## src/rtl/carfield_configuration.sv

```systemverilog
// carfield_configuration
//   Platform-wide address map constants shared by Carfield blocks.
//   Only the L2 port window is needed by the L2 port arbiter.
package carfield_configuration;

  localparam logic [63:0] CarfieldL2Port0Base = 64'h0000_0000_7800_0000;
  localparam logic [63:0] CarfieldL2PortSize  = 64'h0000_0000_0020_0000;

endpackage

```

## src/rtl/carfield_l2arb_pkg.sv

```systemverilog
// carfield_l2arb_pkg
//   Types and constants for the Carfield L2 port arbiter.
//   - req_port_t / rsp_port_t : per-requester request / response bundles
//   - l2_req_t / l2_rsp_t     : per-L2-port request / response bundles
//   - decode_target()         : maps a byte address to port 0, port 1 or none
package carfield_l2arb_pkg;

  localparam int unsigned L2OffsetWidth = 21;

  typedef enum logic [1:0] {
    TGT_PORT0 = 2'd0,
    TGT_PORT1 = 2'd1,
    TGT_NONE  = 2'd2
  } tgt_e;

  typedef struct packed {
    logic        req;
    logic [63:0] addr;
    logic        we;
    logic [63:0] wdata;
    logic [7:0]  be;
  } req_port_t;

  typedef struct packed {
    logic        gnt;
    logic        rvalid;
    logic [63:0] rdata;
    logic        err;
  } rsp_port_t;

  typedef struct packed {
    logic                     req;
    logic [L2OffsetWidth-1:0] addr;
    logic                     we;
    logic [63:0]              wdata;
    logic [7:0]               be;
  } l2_req_t;

  typedef struct packed {
    logic        gnt;
    logic        rvalid;
    logic [63:0] rdata;
  } l2_rsp_t;

  // Port 1 occupies the window directly above port 0.
  function automatic tgt_e decode_target(input logic [63:0] addr,
                                         input logic [63:0] base,
                                         input logic [63:0] size);
    if ((addr >= base) && (addr < base + size)) begin
      return TGT_PORT0;
    end else if ((addr >= base + size) && (addr < base + size + size)) begin
      return TGT_PORT1;
    end
    return TGT_NONE;
  endfunction

endpackage

```

## src/rtl/carfield_l2_port_sched.sv

```systemverilog
// carfield_l2_port_sched
//   Per-L2-port scheduler: round-robin arbiter over the requesters targeting
//   this port plus an ID FIFO that remembers who owns each in-order response.
//   Ports:
//     clk_i, rst_i   : clock, asynchronous active-high reset
//     req_i          : eligible requesters targeting this port
//     gnt_o          : one-hot grant (request accepted by the L2 port)
//     req_o          : request towards the L2 port
//     winner_o       : index of the requester whose fields are presented
//     l2_gnt_i       : L2 port grant
//     l2_rvalid_i    : L2 port response valid
//     rsp_valid_o    : response routed to requester rsp_id_o this cycle
//     rsp_id_o       : owner of the oldest outstanding transaction
module carfield_l2_port_sched #(
  parameter int unsigned NumReq = 4,
  parameter int unsigned Depth  = 4,
  localparam int unsigned IdxW  = (NumReq > 1) ? $clog2(NumReq) : 1
) (
  input  logic              clk_i,
  input  logic              rst_i,
  input  logic [NumReq-1:0] req_i,
  output logic [NumReq-1:0] gnt_o,
  output logic              req_o,
  output logic [IdxW-1:0]   winner_o,
  input  logic              l2_gnt_i,
  input  logic              l2_rvalid_i,
  output logic              rsp_valid_o,
  output logic [IdxW-1:0]   rsp_id_o
);

  localparam int unsigned PtrW = (Depth > 1) ? $clog2(Depth) : 1;
  localparam int unsigned CntW = $clog2(Depth + 1);

  logic [IdxW-1:0] rr_ptr_reg;
  logic [IdxW-1:0] fifo_mem_reg [Depth];
  logic [PtrW-1:0] wr_ptr_reg;
  logic [PtrW-1:0] rd_ptr_reg;
  logic [CntW-1:0] count_reg;

  logic            any_req;
  logic [IdxW-1:0] winner;
  logic [IdxW:0]   cand_sum;
  logic [IdxW-1:0] cand;
  logic            full;
  logic            empty;
  logic            push;
  logic            pop;

  // Scan requesters starting at the RR pointer; first hit wins.
  always_comb begin
    any_req  = 1'b0;
    winner   = rr_ptr_reg;
    cand_sum = '0;
    cand     = '0;
    for (int k = 0; k < int'(NumReq); k++) begin
      cand_sum = {1'b0, rr_ptr_reg} + (IdxW+1)'(k);
      if (cand_sum >= (IdxW+1)'(NumReq)) begin
        cand_sum = cand_sum - (IdxW+1)'(NumReq);
      end
      cand = cand_sum[IdxW-1:0];
      if (!any_req && req_i[cand]) begin
        any_req = 1'b1;
        winner  = cand;
      end
    end
  end

  assign full        = (count_reg == CntW'(Depth));
  assign empty       = (count_reg == '0);
  assign req_o       = any_req & ~full;
  assign winner_o    = winner;
  assign push        = req_o & l2_gnt_i;
  assign pop         = l2_rvalid_i & ~empty;
  assign rsp_valid_o = pop;
  assign rsp_id_o    = fifo_mem_reg[rd_ptr_reg];

  always_comb begin
    gnt_o = '0;
    if (push) begin
      gnt_o[winner] = 1'b1;
    end
  end

  always_ff @(posedge clk_i or posedge rst_i) begin
    if (rst_i) begin
      rr_ptr_reg <= '0;
      wr_ptr_reg <= '0;
      rd_ptr_reg <= '0;
      count_reg  <= '0;
    end else begin
      if (push) begin
        rr_ptr_reg <= (winner == IdxW'(NumReq - 1)) ? '0 : winner + IdxW'(1);
        wr_ptr_reg <= (wr_ptr_reg == PtrW'(Depth - 1)) ? '0 : wr_ptr_reg + PtrW'(1);
      end
      if (pop) begin
        rd_ptr_reg <= (rd_ptr_reg == PtrW'(Depth - 1)) ? '0 : rd_ptr_reg + PtrW'(1);
      end
      // Push and pop together leave the occupancy unchanged, even when full.
      case ({push, pop})
        2'b10:   count_reg <= count_reg + CntW'(1);
        2'b01:   count_reg <= count_reg - CntW'(1);
        default: count_reg <= count_reg;
      endcase
    end
  end

  // ID storage carries no control meaning, so it is left out of reset.
  always_ff @(posedge clk_i) begin
    if (push) begin
      fifo_mem_reg[wr_ptr_reg] <= winner;
    end
  end

endmodule

```

## src/rtl/carfield_l2_port_arbiter.sv

```systemverilog
// carfield_l2_port_arbiter
//   Routes NumReq requesters onto two L2 ports selected by address. Each port
//   has its own round-robin scheduler and ID FIFO; out-of-range accesses are
//   accepted immediately and answered with an error on the following cycle.
//   Ports:
//     clk_i, rst_i                         : clock, async active-high reset
//     req_i/addr_i/we_i/wdata_i/be_i       : per-requester request
//     gnt_o/rvalid_o/rdata_o/err_o         : per-requester grant and response
//     l2_req_o/l2_addr_o/l2_we_o/
//       l2_wdata_o/l2_be_o                 : per-L2-port request (offset addr)
//     l2_gnt_i/l2_rvalid_i/l2_rdata_i      : per-L2-port grant and response
module carfield_l2_port_arbiter
  import carfield_l2arb_pkg::*;
#(
  parameter int unsigned NumReq      = 4,
  parameter int unsigned IdFifoDepth = 4,
  parameter logic [63:0] L2Port0Base = carfield_configuration::CarfieldL2Port0Base,
  parameter logic [63:0] L2PortSize  = carfield_configuration::CarfieldL2PortSize,
  localparam int unsigned IdxW       = (NumReq > 1) ? $clog2(NumReq) : 1
) (
  input  logic                                clk_i,
  input  logic                                rst_i,
  input  logic [NumReq-1:0]                   req_i,
  input  logic [NumReq-1:0][63:0]             addr_i,
  input  logic [NumReq-1:0]                   we_i,
  input  logic [NumReq-1:0][63:0]             wdata_i,
  input  logic [NumReq-1:0][7:0]              be_i,
  output logic [NumReq-1:0]                   gnt_o,
  output logic [NumReq-1:0]                   rvalid_o,
  output logic [NumReq-1:0][63:0]             rdata_o,
  output logic [NumReq-1:0]                   err_o,
  output logic [1:0]                          l2_req_o,
  output logic [1:0][L2OffsetWidth-1:0]       l2_addr_o,
  output logic [1:0]                          l2_we_o,
  output logic [1:0][63:0]                    l2_wdata_o,
  output logic [1:0][7:0]                     l2_be_o,
  input  logic [1:0]                          l2_gnt_i,
  input  logic [1:0]                          l2_rvalid_i,
  input  logic [1:0][63:0]                    l2_rdata_i
);

  req_port_t               req_in    [NumReq];
  rsp_port_t               rsp_out   [NumReq];
  tgt_e                    tgt       [NumReq];
  l2_req_t                 l2_out    [2];
  l2_rsp_t                 l2_in     [2];
  logic [NumReq-1:0]       eligible;
  logic [NumReq-1:0]       oor_gnt;
  logic [1:0][NumReq-1:0]  port_req;
  logic [1:0][NumReq-1:0]  port_gnt;
  logic [1:0]              port_rsp_valid;
  logic [1:0][IdxW-1:0]    port_rsp_id;
  logic [1:0][IdxW-1:0]    port_winner;
  logic [NumReq-1:0]       busy_reg;
  logic [NumReq-1:0]       err_pend_reg;

  genvar gi;

  generate
    for (gi = 0; gi < int'(NumReq); gi++) begin : g_req
      assign req_in[gi] = '{req: req_i[gi], addr: addr_i[gi], we: we_i[gi],
                            wdata: wdata_i[gi], be: be_i[gi]};
      assign tgt[gi]    = decode_target(req_in[gi].addr, L2Port0Base, L2PortSize);
      // Outputs must stay quiet while reset is held, so reset gates eligibility.
      assign eligible[gi]    = req_in[gi].req & ~busy_reg[gi] & ~rst_i;
      assign port_req[0][gi] = eligible[gi] & (tgt[gi] == TGT_PORT0);
      assign port_req[1][gi] = eligible[gi] & (tgt[gi] == TGT_PORT1);
      assign oor_gnt[gi]     = eligible[gi] & (tgt[gi] == TGT_NONE);

      // At most one transaction per requester is in flight, so at most one
      // response source can target this requester in any cycle.
      always_comb begin
        rsp_out[gi]        = '0;
        rsp_out[gi].gnt    = port_gnt[0][gi] | port_gnt[1][gi] | oor_gnt[gi];
        rsp_out[gi].err    = err_pend_reg[gi];
        rsp_out[gi].rvalid = err_pend_reg[gi];
        if (port_rsp_valid[0] && (port_rsp_id[0] == IdxW'(gi))) begin
          rsp_out[gi].rvalid = 1'b1;
          rsp_out[gi].rdata  = l2_in[0].rdata;
        end else if (port_rsp_valid[1] && (port_rsp_id[1] == IdxW'(gi))) begin
          rsp_out[gi].rvalid = 1'b1;
          rsp_out[gi].rdata  = l2_in[1].rdata;
        end
      end

      assign gnt_o[gi]    = rsp_out[gi].gnt;
      assign rvalid_o[gi] = rsp_out[gi].rvalid;
      assign rdata_o[gi]  = rsp_out[gi].rdata;
      assign err_o[gi]    = rsp_out[gi].err;
    end
  endgenerate

  generate
    for (gi = 0; gi < 2; gi++) begin : g_port
      localparam logic [63:0] PortBase = L2Port0Base + (64'(gi) * L2PortSize);

      assign l2_in[gi] = '{gnt: l2_gnt_i[gi], rvalid: l2_rvalid_i[gi],
                           rdata: l2_rdata_i[gi]};

      carfield_l2_port_sched #(
        .NumReq (NumReq),
        .Depth  (IdFifoDepth)
      ) i_sched (
        .clk_i       (clk_i),
        .rst_i       (rst_i),
        .req_i       (port_req[gi]),
        .gnt_o       (port_gnt[gi]),
        .req_o       (l2_out[gi].req),
        .winner_o    (port_winner[gi]),
        .l2_gnt_i    (l2_in[gi].gnt),
        .l2_rvalid_i (l2_in[gi].rvalid),
        .rsp_valid_o (port_rsp_valid[gi]),
        .rsp_id_o    (port_rsp_id[gi])
      );

      // Port windows are size-aligned, so the low offset bits of the
      // difference equal the difference of the low bits.
      assign l2_out[gi].addr  = req_in[port_winner[gi]].addr[L2OffsetWidth-1:0]
                              - PortBase[L2OffsetWidth-1:0];
      assign l2_out[gi].we    = req_in[port_winner[gi]].we;
      assign l2_out[gi].wdata = req_in[port_winner[gi]].wdata;
      assign l2_out[gi].be    = req_in[port_winner[gi]].be;

      assign l2_req_o[gi]   = l2_out[gi].req;
      assign l2_addr_o[gi]  = l2_out[gi].addr;
      assign l2_we_o[gi]    = l2_out[gi].we;
      assign l2_wdata_o[gi] = l2_out[gi].wdata;
      assign l2_be_o[gi]    = l2_out[gi].be;
    end
  endgenerate

  always_ff @(posedge clk_i or posedge rst_i) begin
    if (rst_i) begin
      busy_reg     <= '0;
      err_pend_reg <= '0;
    end else begin
      busy_reg     <= (busy_reg | gnt_o) & ~rvalid_o;
      err_pend_reg <= oor_gnt;
    end
  end

endmodule

```

## config.mk

```make
export PLATFORM = sky130hd
export DESIGN_NAME = carfield_l2_port_arbiter
export DESIGN_NICKNAME = d
export VERILOG_FILES = /design/src/rtl/carfield_configuration.sv /design/src/rtl/carfield_l2arb_pkg.sv /design/src/rtl/carfield_l2_port_sched.sv /design/src/rtl/carfield_l2_port_arbiter.sv
export SDC_FILE = /design/constraint.sdc
export NUM_CORES = 1
export LEC_CHECK = 0
export CORE_AREA = 8 8 435 437
export DETAILED_ROUTE_END_ITERATION = 7
export DIE_AREA = 0 0 443 445
export GPL_ROUTABILITY_DRIVEN = 0
export PLACE_DENSITY = 0.32
export SYNTH_ARGS = -nofsm -noshare
export SYNTH_HDL_FRONTEND = slang
export SYNTH_HIERARCHICAL = 1
export SYNTH_SLANG_ARGS = --single-unit
```

## constraint.sdc

```tcl
create_clock -name clk_i -period 5.8 [get_ports clk_i]
set_input_delay 1.16 -clock clk_i [delete_from_list [all_inputs] [get_ports clk_i]]
set_output_delay 1.16 -clock clk_i [all_outputs]
set_load 0.02 [all_outputs]
```

==> metrics.cfg, run 1 <==
[finish]
largest_reg_flops=16
fin_cells=4481
final_util_pct=14.4
syn_to_final_growth_pct=161
drive_above_1_share_pct=29.3
fin_nets=2780

[grt]
grt_max_degree=51
grt_pass1_wl_mm=167
grt_pass1_vias=15510
track_usage_pct=12.6
overflow=0
antenna_found_initial=93

[critical_path]
rr_startpoint=busy_reg[3]
timing.rr.end=busy_reg[0]
crit_type=in2out
worstPathArrival_ns=4.56
slowest_stage=mux4_2
critPathRequiredTime_ns=4.64
startpoint_type=primary input
path_depth=14
cp_top_family=simple AND/OR/NAND/NOR gates
rr_worst_depth=18
critPathCaptureType=primary output
ff2ff_setup_slack_ns=2.47
critPathMaxFanout=8
crit_top_cell=buf_16
max_stage_delay_ns=0.54
cp_cell_sequence=dlygate4sd2_1 > nor4_1 > nand4_1 > buf_6 > nor4_4 > nor2b_4 > and2b_2 > o21bai_4 > and3_4 > buf_16 > buf_12 > buf_16 > mux4_2 > buf_2
cp.buffers_inverters=6

[power]
p_per_area_nw_per_um2=68.2
peakVddDrop_mv=0.0840
p_leak_nw=8.68
p_sw_w=0.000618
p_seq_share_pct=19.0
p_sw_share_pct=34.7
p_int_w=0.00116
clockPowerShare_pct=18.4
combPwrFrac_pct=62.6

[synthesis]
synth_nets=1571
synth_commonest_cells=256 x a22o_1, 192 x mux4_2, 48 x clkbuf_1
synth_top_area_share_pct=43.2
ys_types=56
synth_area_leader_cell=mux4_2
yosysMostFrequentCell=a22o_1
ys_seq_area_share_pct=11.3
avgSynthCellArea_um2=11.6
async_flop_share_pct=61.9
ys_ff_latch=42
ys.flop_type=dfrtp_1
synth-warning-count=6
synth_area_leaders=mux4_2 43%, a22o_1 22%, dfrtp_1 6.5%, edfxtp_1 4.8%, ha_1 2.5%
synth_area_um2=10000
synth_edf_count=16
netlist_instances=863

[clocking]
clockRootBuffer=clkbuf_16
clk_pin_slew_ns=0.06
cts.sinks=42
clkLatencyLatePin_ns=0.29
cts_inserted_buffers=5
cts_htree_levels=2
cts_tree=built
clock_path_buffers=2

[route]
via_per_inst=3.27
wirelength_mm=133
num_vias=14641
drc=0
wl_per_cell_um=29.6
ant_nets=0
first_iter_violations=877
drtPass1Iterations=5

[floorplan]
die_area_um2=197000
rows=157
design.core.area_um2=182000
start_util_pct=5.50
ios=1144
die_h_um=445
die_w_um=443

[timing]
fmax_mhz=175
fin_crit_sh_pct=98.6
finClkSkew_ns=0.0127
hold_violations=0
tightest_slew_ns=0.822
setup_viol_count_final=0
rsz0062_at_grt=true
drv_slew=0
final.min_clock_period_ns=5.72
maxSlewHeadroom_pct=44.7

[flow_run]
maxCapViolations=0

[place]
dp.cells=4418
io_buffers=1143
place_hpwl_mm=118

[min_path]
holdPathEnd=g_port[0].i_sched/count_reg[2]
min_path_type=reg2reg
hold_path_depth=1
hp-start=g_port[0].i_sched/count_reg[2]

[run_status]
status=completed

## cell type report
class	count	area (um^2)
clock buffers	5	125
repair buffers	1300	12900
fillers	20503	156000
well taps	2385	2980
inverters	21	78.8
clock inverters	3	45.0
multi-input cells	702	8830
diodes	23	57.6
flip-flops and latches	42	1130
## timing repair
action,4_1_cts,5_1_grt
setup buffers,23,4
hold buffers,0,0
gates resized for setup,578,94
pin swaps,18,29
gates cloned,6,0
setup endpoints to repair,192,187
## worst reg2reg max path, stage by stage (launching register included)
cell,delay (ns)
dfrtp_1,0.39
nor2_1,0.09
nand2_1,0.16
nor4_4,0.39
nor2b_4,0.22
and2b_2,0.26
o21bai_4,0.16
buf_4,0.12
buf_4,0.09
buf_4,0.09
buf_4,0.11
nand3_2,0.09
buf_4,0.14
ha_1,0.18
and2_4,0.14
buf_4,0.12
nor3_1,0.24
nand2b_1,0.09
o21a_1,0.17
## worst max path at each step
stage	startpoint	slack, ns	end
4_1_cts	addr_i[236]	-0.04	l2_wdata_o[26]
3_5_place_dp	addr_i[248]	-1.18	l2_wdata_o[47]
3_3_place_gp	addr_i[248]	-1.20	l2_wdata_o[47]
5_1_grt	addr_i[54]	-0.02	gnt_o[0]
2_1_floorplan	addr_i[231]	0.43	l2_addr_o[0]
6_report	addr_i[240]	0.08	l2_wdata_o[52]
## cell families after synthesis
kind of cell,count (synthesis),synth area share [%]
AOI/OAI and AO/OA,303,25.8
muxes,200,44.3
and+or+nand+nor,171,10.2
buffers and inverters,119,4.98
DFF,42,11.3
adders and majority gates,22,2.90
xor gates and xnor gates,6,0.524
## routing by layer
metal / GRT usage, % / part of all wire [%] / up-vias
li1: - / - / 6283
met1: 11.8 / 32 / 7356
met2: 25.6 / 58 / 792
met3: 3.24 / 6.5 / 186
met4: 4.66 / 3.7 / 24
met5: 0.433 / 0.11 / -
## placed cells by master (no fill, tap or decap), types with 5 or more instances in the layout
cell	count
clkdlybuf4s50_1	912
a22o_1	256
mux4_2	192
buf_4	132
buf_2	75
dlygate4sd2_1	45
buf_12	42
clkdlybuf4s15_2	30
dfrtp_1	26
diode_2	23
nor2_1	23
inv_1	21
ha_1	20
buf_6	19
and2_1	16
edfxtp_1	16
clkdlybuf4s15_1	15
nor4_2	14
nand2_1	12
nor4_1	11
nor3_1	10
a21oi_1	10
buf_16	9
clkbuf_2	9
nand4_1	8
nor4_4	8
dlymetal6s2s_1	8
nor2b_1	7
nand2b_1	6
mux2_4	6
and3_4	5
nand3_1	5
clkbuf_16	5
## through the flow
stage               hold slack (ns)  cell area [um^2]  TNS, ns  setup slack, ns  power, W
finish                        0.482             26100        0           0.0804   0.00178
detailed placement            0.480             25400  -179.95            -1.18   0.00150
CTS                           0.490             25900   -0.127          -0.0446   0.00180
global route                  0.518             26100   -0.184          -0.0215   0.00186
global placement              0.476             25400  -188.73            -1.20   0.00151
floorplan                     0.456             10000        0            0.429  0.000628
## power groups by stage
stage / Sequential [W] / Clock, W / Combinational (W)
final: 0.000339 / 0.000328 / 0.00112
after floorplan: 0.000345 / 0 / 0.000283
after detailed placement: 0.000346 / 0 / 0.00116
after CTS: 0.000340 / 0.000338 / 0.00113
after global routing: 0.000342 / 0.000349 / 0.00117
after global placement: 0.000345 / 0 / 0.00116
Power figures use the tool's default switching activity.
==> run 2, diff against run 1 <==
--- a/config.mk
+++ b/config.mk
@@ -9,7 +9,9 @@
 export DETAILED_ROUTE_END_ITERATION = 7
 export DIE_AREA = 0 0 443 445
 export GPL_ROUTABILITY_DRIVEN = 0
+export GPL_TIMING_DRIVEN = 0
 export PLACE_DENSITY = 0.32
+export SLEW_MARGIN = 20
 export SYNTH_ARGS = -nofsm -noshare
 export SYNTH_HDL_FRONTEND = slang
 export SYNTH_HIERARCHICAL = 1
==> metrics.cfg, run 2 (same netlist as run 1, synthesis figures left out) <==
[clocking]
clock_path_buffers=2
cts_htree_levels=2
clkLatencyLatePin_ns=0.29
cts_tree=built
postCtsHoldBufs=0
clockRootBuffer=clkbuf_16
cts.sinks=42
clk_pin_slew_ns=0.06
cts_inserted_buffers=5

[floorplan]
die_h_um=445
die_area_um2=197000
ios=1144
design.core.area_um2=182000
die_w_um=443
rows=157
start_util_pct=5.50

[power]
power_w=0.00181
p_per_area_nw_per_um2=69.4
p_leak_nw=9.18
peakVddDrop_mv=0.106

[route]
wl_per_cell_um=30.8
drtPass1Iterations=5
ant_nets=0
via_per_inst=3.32
wirelength_mm=138
num_vias=14841
drc=0
first_iter_violations=819

[finish]
fin_nets=2784
final_cell_mix=862 x clkdlybuf4s50_1, 256 x a22o_1, 192 x mux4_2
drive_above_1_share_pct=29.7
largest_reg_flops=16
final_common_cell=clkdlybuf4s50_1
fillCellCount=20474
syn_to_final_growth_pct=160

[timing]
maxSlewHeadroom_pct=56.8
hold_slack_ns=0.491
final.min_clock_period_ns=5.73
rsz0062_at_grt=true
fin_crit_sh_pct=98.8
finClkSkew_ns=0.00628
timing.setup.tns_ns=0
hold_violations=0
setup_viol_count_final=0
tightest_slew_ns=0.648
fin_ws_ns=0.0703
drv_slew=0
fmax_mhz=175

[critical_path]
critPathRequiredTime_ns=4.64
critPathMaxFanout=5
critPathCaptureType=primary output
slowest_stage=mux4_2
crit_type=in2out
worstPathArrival_ns=4.57
cp_cell_sequence=clkdlybuf4s50_1 > nor4_2 > nand2_1 > nor4_4 > nand3_4 > nor3_4 > buf_6 > nor2b_2 > o21ai_2 > and3_4 > clkbuf_16 > buf_16 > buf_12 > buf_16 > mux4_2 > buf_6
startpoint_type=primary input
max_stage_delay_ns=0.50

[place]
io_buffers=1143
place_hpwl_mm=124
post-place-ws_ns=-2.81

[min_path]
min_path_type=reg2reg

[flow_run]
maxCapViolations=0

[grt]
overflow=0
antenna_found_initial=91
track_usage_pct=13.0
grt_pass1_vias=15798
grt_max_degree=20
grt_pass1_wl_mm=173

[run_status]
status=completed

[run 2: changes by cell type in the layout (fill, tap and decap cells not counted), moves of 13 or more]
cell,before,now
clkbuf_2,9,40
buf_12,42,15
clkdlybuf4s50_1,912,862
diode_2,23,10
buf_4,132,53
buf_2,75,124
dlymetal6s2s_1,8,67
[run 2: cell type report]
cell class                 count  area [um^2]  share of cell area [%]
multi-input combinational    702         8910                    34.2
tap                         2385         2980                    11.5
sequential                    42         1130                    4.35
buffer                        92          850                    3.27
clock buffer                   6          139                   0.534
clock inverter                 2         60.1                   0.231
timing repair buffer        1212        11800                    45.5
inverter                      21         78.8                   0.303
antenna                       10         25.0                  0.0962
[run 2: final timing paths]
| path | end | slack (ns) | startpoint | cells after the start |
|---|---|---|---|---|
| max | l2_wdata_o[127] | 0.07 | addr_i[40] | 16 |
| min | g_port[1].i_sched/count_reg[2] | 0.49 | g_port[1].i_sched/count_reg[2] | 1 |
| max reg2reg | g_port[0].i_sched/count_reg[2] | 2.73 | busy_reg[1] | 15 |
| min reg2reg | g_port[1].i_sched/count_reg[2] | 0.49 | g_port[1].i_sched/count_reg[2] | 1 |
| max in group asynchronous | g_port[0].i_sched/wr_ptr_reg[1] | 4.29 | rst_i | 2 |
| min in group asynchronous | err_o[0] | 1.17 | rst_i | 2 |
[run 2: layer usage]
metal | vias up | GRT usage (%) | wire, um | part of all wire (%)
li1 | 6262 | - | - | -
met1 | 7565 | 12.4 | 44700 | 32
met2 | 795 | 28.1 | 82000 | 60
met3 | 217 | 2.32 | 6970 | 5.1
met4 | 2 | 2.64 | 4050 | 2.9
met5 | - | 0 | 11 | 0.0080
[run 2: critical path, delay by kind of cell]
| kind | cells | cell delay (ns) |
|---|---|---|
| muxes | 1 | 0.50 |
| AOI/OAI and AO/OA | 1 | 0.09 |
| and+or+nand+nor | 7 | 1.45 |
| buffers and inverters | 7 | 1.32 |
[run 2: timing repair]
item | 4_1_cts | 5_1_grt
pin swaps | 25 | 61
gates cloned | 6 | 3
resized for setup | 923 | 238
buffers inserted | 39 | 18
setup endpoints to repair | 302 | 257
[run 2: report_power, final]
| part | internal [W] | switching, W | total (W) |
|---|---|---|---|
| combinational | 0.000614 | 0.000471 | 0.00109 |
| sequential | 0.000326 | 0.0000133 | 0.000339 |
| clock | 0.000259 | 0.000123 | 0.000381 |
[run 2: per-stage QoR]
step                      utilization, %  cell area, um^2  cells
after CTS                           14.1            25700   4444
final                               14.3            26000   4472
after global routing                14.3            26000   4469
after detailed placement            13.5            24600   4395
after global placement              13.4            24400   4391
after floorplan                        -            10000    863
==> run 3, diff against run 2 <==
--- a/config.mk
+++ b/config.mk
@@ -10,9 +10,8 @@
 export DIE_AREA = 0 0 443 445
 export GPL_ROUTABILITY_DRIVEN = 0
 export GPL_TIMING_DRIVEN = 0
-export PLACE_DENSITY = 0.32
+export PLACE_DENSITY = 0.33
 export SLEW_MARGIN = 20
 export SYNTH_ARGS = -nofsm -noshare
 export SYNTH_HDL_FRONTEND = slang
-export SYNTH_HIERARCHICAL = 1
 export SYNTH_SLANG_ARGS = --single-unit
==> metrics.cfg, run 3 <==
[run_status]
status=finished, violations left
violations=setup timing

[place]
post_dp_cell_area_um2=25900
io_buffers=1142
place_hpwl_mm=121
post-place-ws_ns=-2.04

[finish]
fin_nets=3430
postLayoutCellArea_um2=27700
final_common_cell=clkdlybuf4s50_1
drive_above_1_share_pct=16.2
final_cell_mix=866 x clkdlybuf4s50_1, 316 x nand2_1, 260 x mux2i_1
syn_to_final_growth_pct=144
largest_reg_flops=16

[grt]
grt_max_degree=27
grt_pass1_wl_mm=185
grt_pass1_vias=19332
antenna_found_initial=24
overflow=0
track_usage_pct=13.4

[clocking]
postCtsHoldBufs=0
cts_tree=built
clk_pin_slew_ns=0.06
clock_path_buffers=2
cts.sinks=42
clockRootBuffer=clkbuf_16
clkLatencyLatePin_ns=0.28
cts_htree_levels=2
cts_inserted_buffers=5

[timing]
fin_ws_ns=-0.0676
rsz0062_at_grt=true
hold_violations=0
setup_viol_count_final=1
fin_crit_sh_pct=101
final.min_clock_period_ns=5.87
fmax_mhz=170
maxSlewHeadroom_pct=29.3
hold_slack_ns=0.506
drv_slew=0
tightest_slew_ns=1.06
finClkSkew_ns=0.00627

[route]
drc=0
num_vias=18484
ant_nets=0
wl_per_cell_um=27.9
wirelength_mm=143
first_iter_violations=1089
via_per_inst=3.61
drtPass1Iterations=5

[synthesis]
ys_seq_area_share_pct=9.95
synth_area_leader_cell=mux2i_1
synth-warning-count=0
synth_top_area_share_pct=24.8
ys_types=64
ys_ff_latch=42
synth_area_leaders=mux2i_1 25%, a22o_1 20%, nand2_1 10%, a32oi_1 7.4%, dfrtp_1 5.7%
ys.flop_type=dfrtp_1
yosysMostFrequentCell=nand2_1
avgSynthCellArea_um2=7.60
synth_area_um2=11400
synth_nets=2203
netlist_instances=1495
async_flop_share_pct=61.9
synth_edf_count=16
synth_commonest_cells=317 x nand2_1, 282 x mux2i_1, 256 x a22o_1

[min_path]
min_path_type=reg2reg

[floorplan]
die_h_um=445
die_area_um2=197000
start_util_pct=6.24
ios=1144
rows=157
die_w_um=443
design.core.area_um2=182000

[critical_path]
rr_startpoint=busy_reg[3]
worstPathArrival_ns=4.71
timing.rr.end=busy_reg[2]
critPathCaptureType=primary output
crit_type=in2out
critPathMaxFanout=6
crit_end=gnt_o[1]
startpoint_type=primary input
rr_worst_depth=16
ff2ff_setup_slack_ns=2.36
cp-startpoint=addr_i[162]
critPathRequiredTime_ns=4.64

[power]
clockPowerShare_pct=15.8
p_seq_share_pct=19.1
p_sw_share_pct=38.8
peakVddDrop_mv=0.0834
p_sw_w=0.000700
combPwrFrac_pct=65.2
p_leak_nw=11.9
p_per_area_nw_per_um2=65.2
p_int_w=0.00111

[flow_run]
maxCapViolations=0

-- run 3: changes by cell type after synthesis, sizes merged, moves of 27 or more --
cell	before	now
a32oi	0	97
buf	50	77
a21oi	10	104
mux4	192	4
nand2	13	318
mux2i	0	282
-- run 3: worst min-delay path by stage --
stage | cells past startpoint | from | endpoint | slack, ns
after floorplan | 1 | g_port[0].i_sched.count_reg[2] | g_port[0].i_sched.count_reg[2] | 0.46
after global placement | 1 | g_port[0].i_sched.count_reg[0] | g_port[0].i_sched.count_reg[0] | 0.49
after detailed placement | 1 | g_port[0].i_sched.count_reg[2] | g_port[0].i_sched.count_reg[2] | 0.50
after CTS | 1 | g_port[0].i_sched.count_reg[2] | g_port[0].i_sched.count_reg[2] | 0.51
after global routing | 1 | g_port[0].i_sched.count_reg[0] | g_port[0].i_sched.count_reg[0] | 0.53
final | 1 | g_port[0].i_sched.count_reg[2] | g_port[0].i_sched.count_reg[2] | 0.51
-- run 3: per-layer routing --
metal / vias up / wire length [um] / global-route usage [%]
li1: 8293 / - / -
met3: 154 / 8450 / 2.84
met5: - / 86 / 0
met1: 9149 / 51800 / 14.2
met2: 874 / 77100 / 26.3
met4: 14 / 5240 / 3.88
-- run 3: cell families after synthesis --
logic type | synth area share, %
flip-flops | 9.95
AO/OA/AOI/OAI | 34.7
XOR/XNOR | 0.462
adder cells (fa/ha/maj) | 2.55
buffers and inverters | 8.20
AND/OR/NAND/NOR | 18.2
multiplexers | 25.9
-- run 3: worst max-delay path: stages --
cell             delay, ns
clkdlybuf4s50_1       0.45
nor4_4                0.18
nand3_2               0.12
or3_4                 0.44
buf_6                 0.15
or4_4                 0.45
o221ai_4              0.24
a21boi_4              0.09
buf_12                0.14
buf_16                0.15
buf_16                0.17
ha_1                  0.19
and3_1                0.17
a211o_1               0.26
clkdlybuf4s15_2       0.29
-- run 3: repair_timing --
| action | 4_1_cts | 5_1_grt |
|---|---|---|
| pin swaps | 44 | 40 |
| gates cloned | 5 | 0 |
| gates resized for setup | 671 | 301 |
| setup buffers | 55 | 17 |
| setup endpoints to repair | 199 | 187 |
-- run 3: power groups by stage --
stage	clock (W)	sequential [W]	combinational, W
after detailed placement	0	0.000347	0.00120
after floorplan	0	0.000347	0.000295
after CTS	0.000293	0.000343	0.00118
after global routing	0.000305	0.000347	0.00123
after global placement	0	0.000347	0.00120
final	0.000285	0.000345	0.00118
-- run 3: final cells by class --
type / count / area (um^2)
diodes: 9 / 22.5
plain buffers: 146 / 1240
clock buffers: 7 / 143
clock inverters: 1 / 5.00
fillers: 20707 / 154000
inverters: 25 / 103
multi-input cells: 1279 / 10300
flip-flops and latches: 42 / 1130
well taps: 2385 / 2980
repair buffers: 1223 / 11800
-- run 3: stage by stage --
stage                     cells  setup TNS, ns  util (%)  power, W
final                      5117        -0.0676      15.2   0.00181
after CTS                  5093         -0.381      15.1   0.00181
after global placement     5022        -748.91      14.2   0.00155
after floorplan            1495              0         -  0.000642
after global routing       5113         -0.773      15.2   0.00189
after detailed placement   5028        -254.52      14.2   0.00155
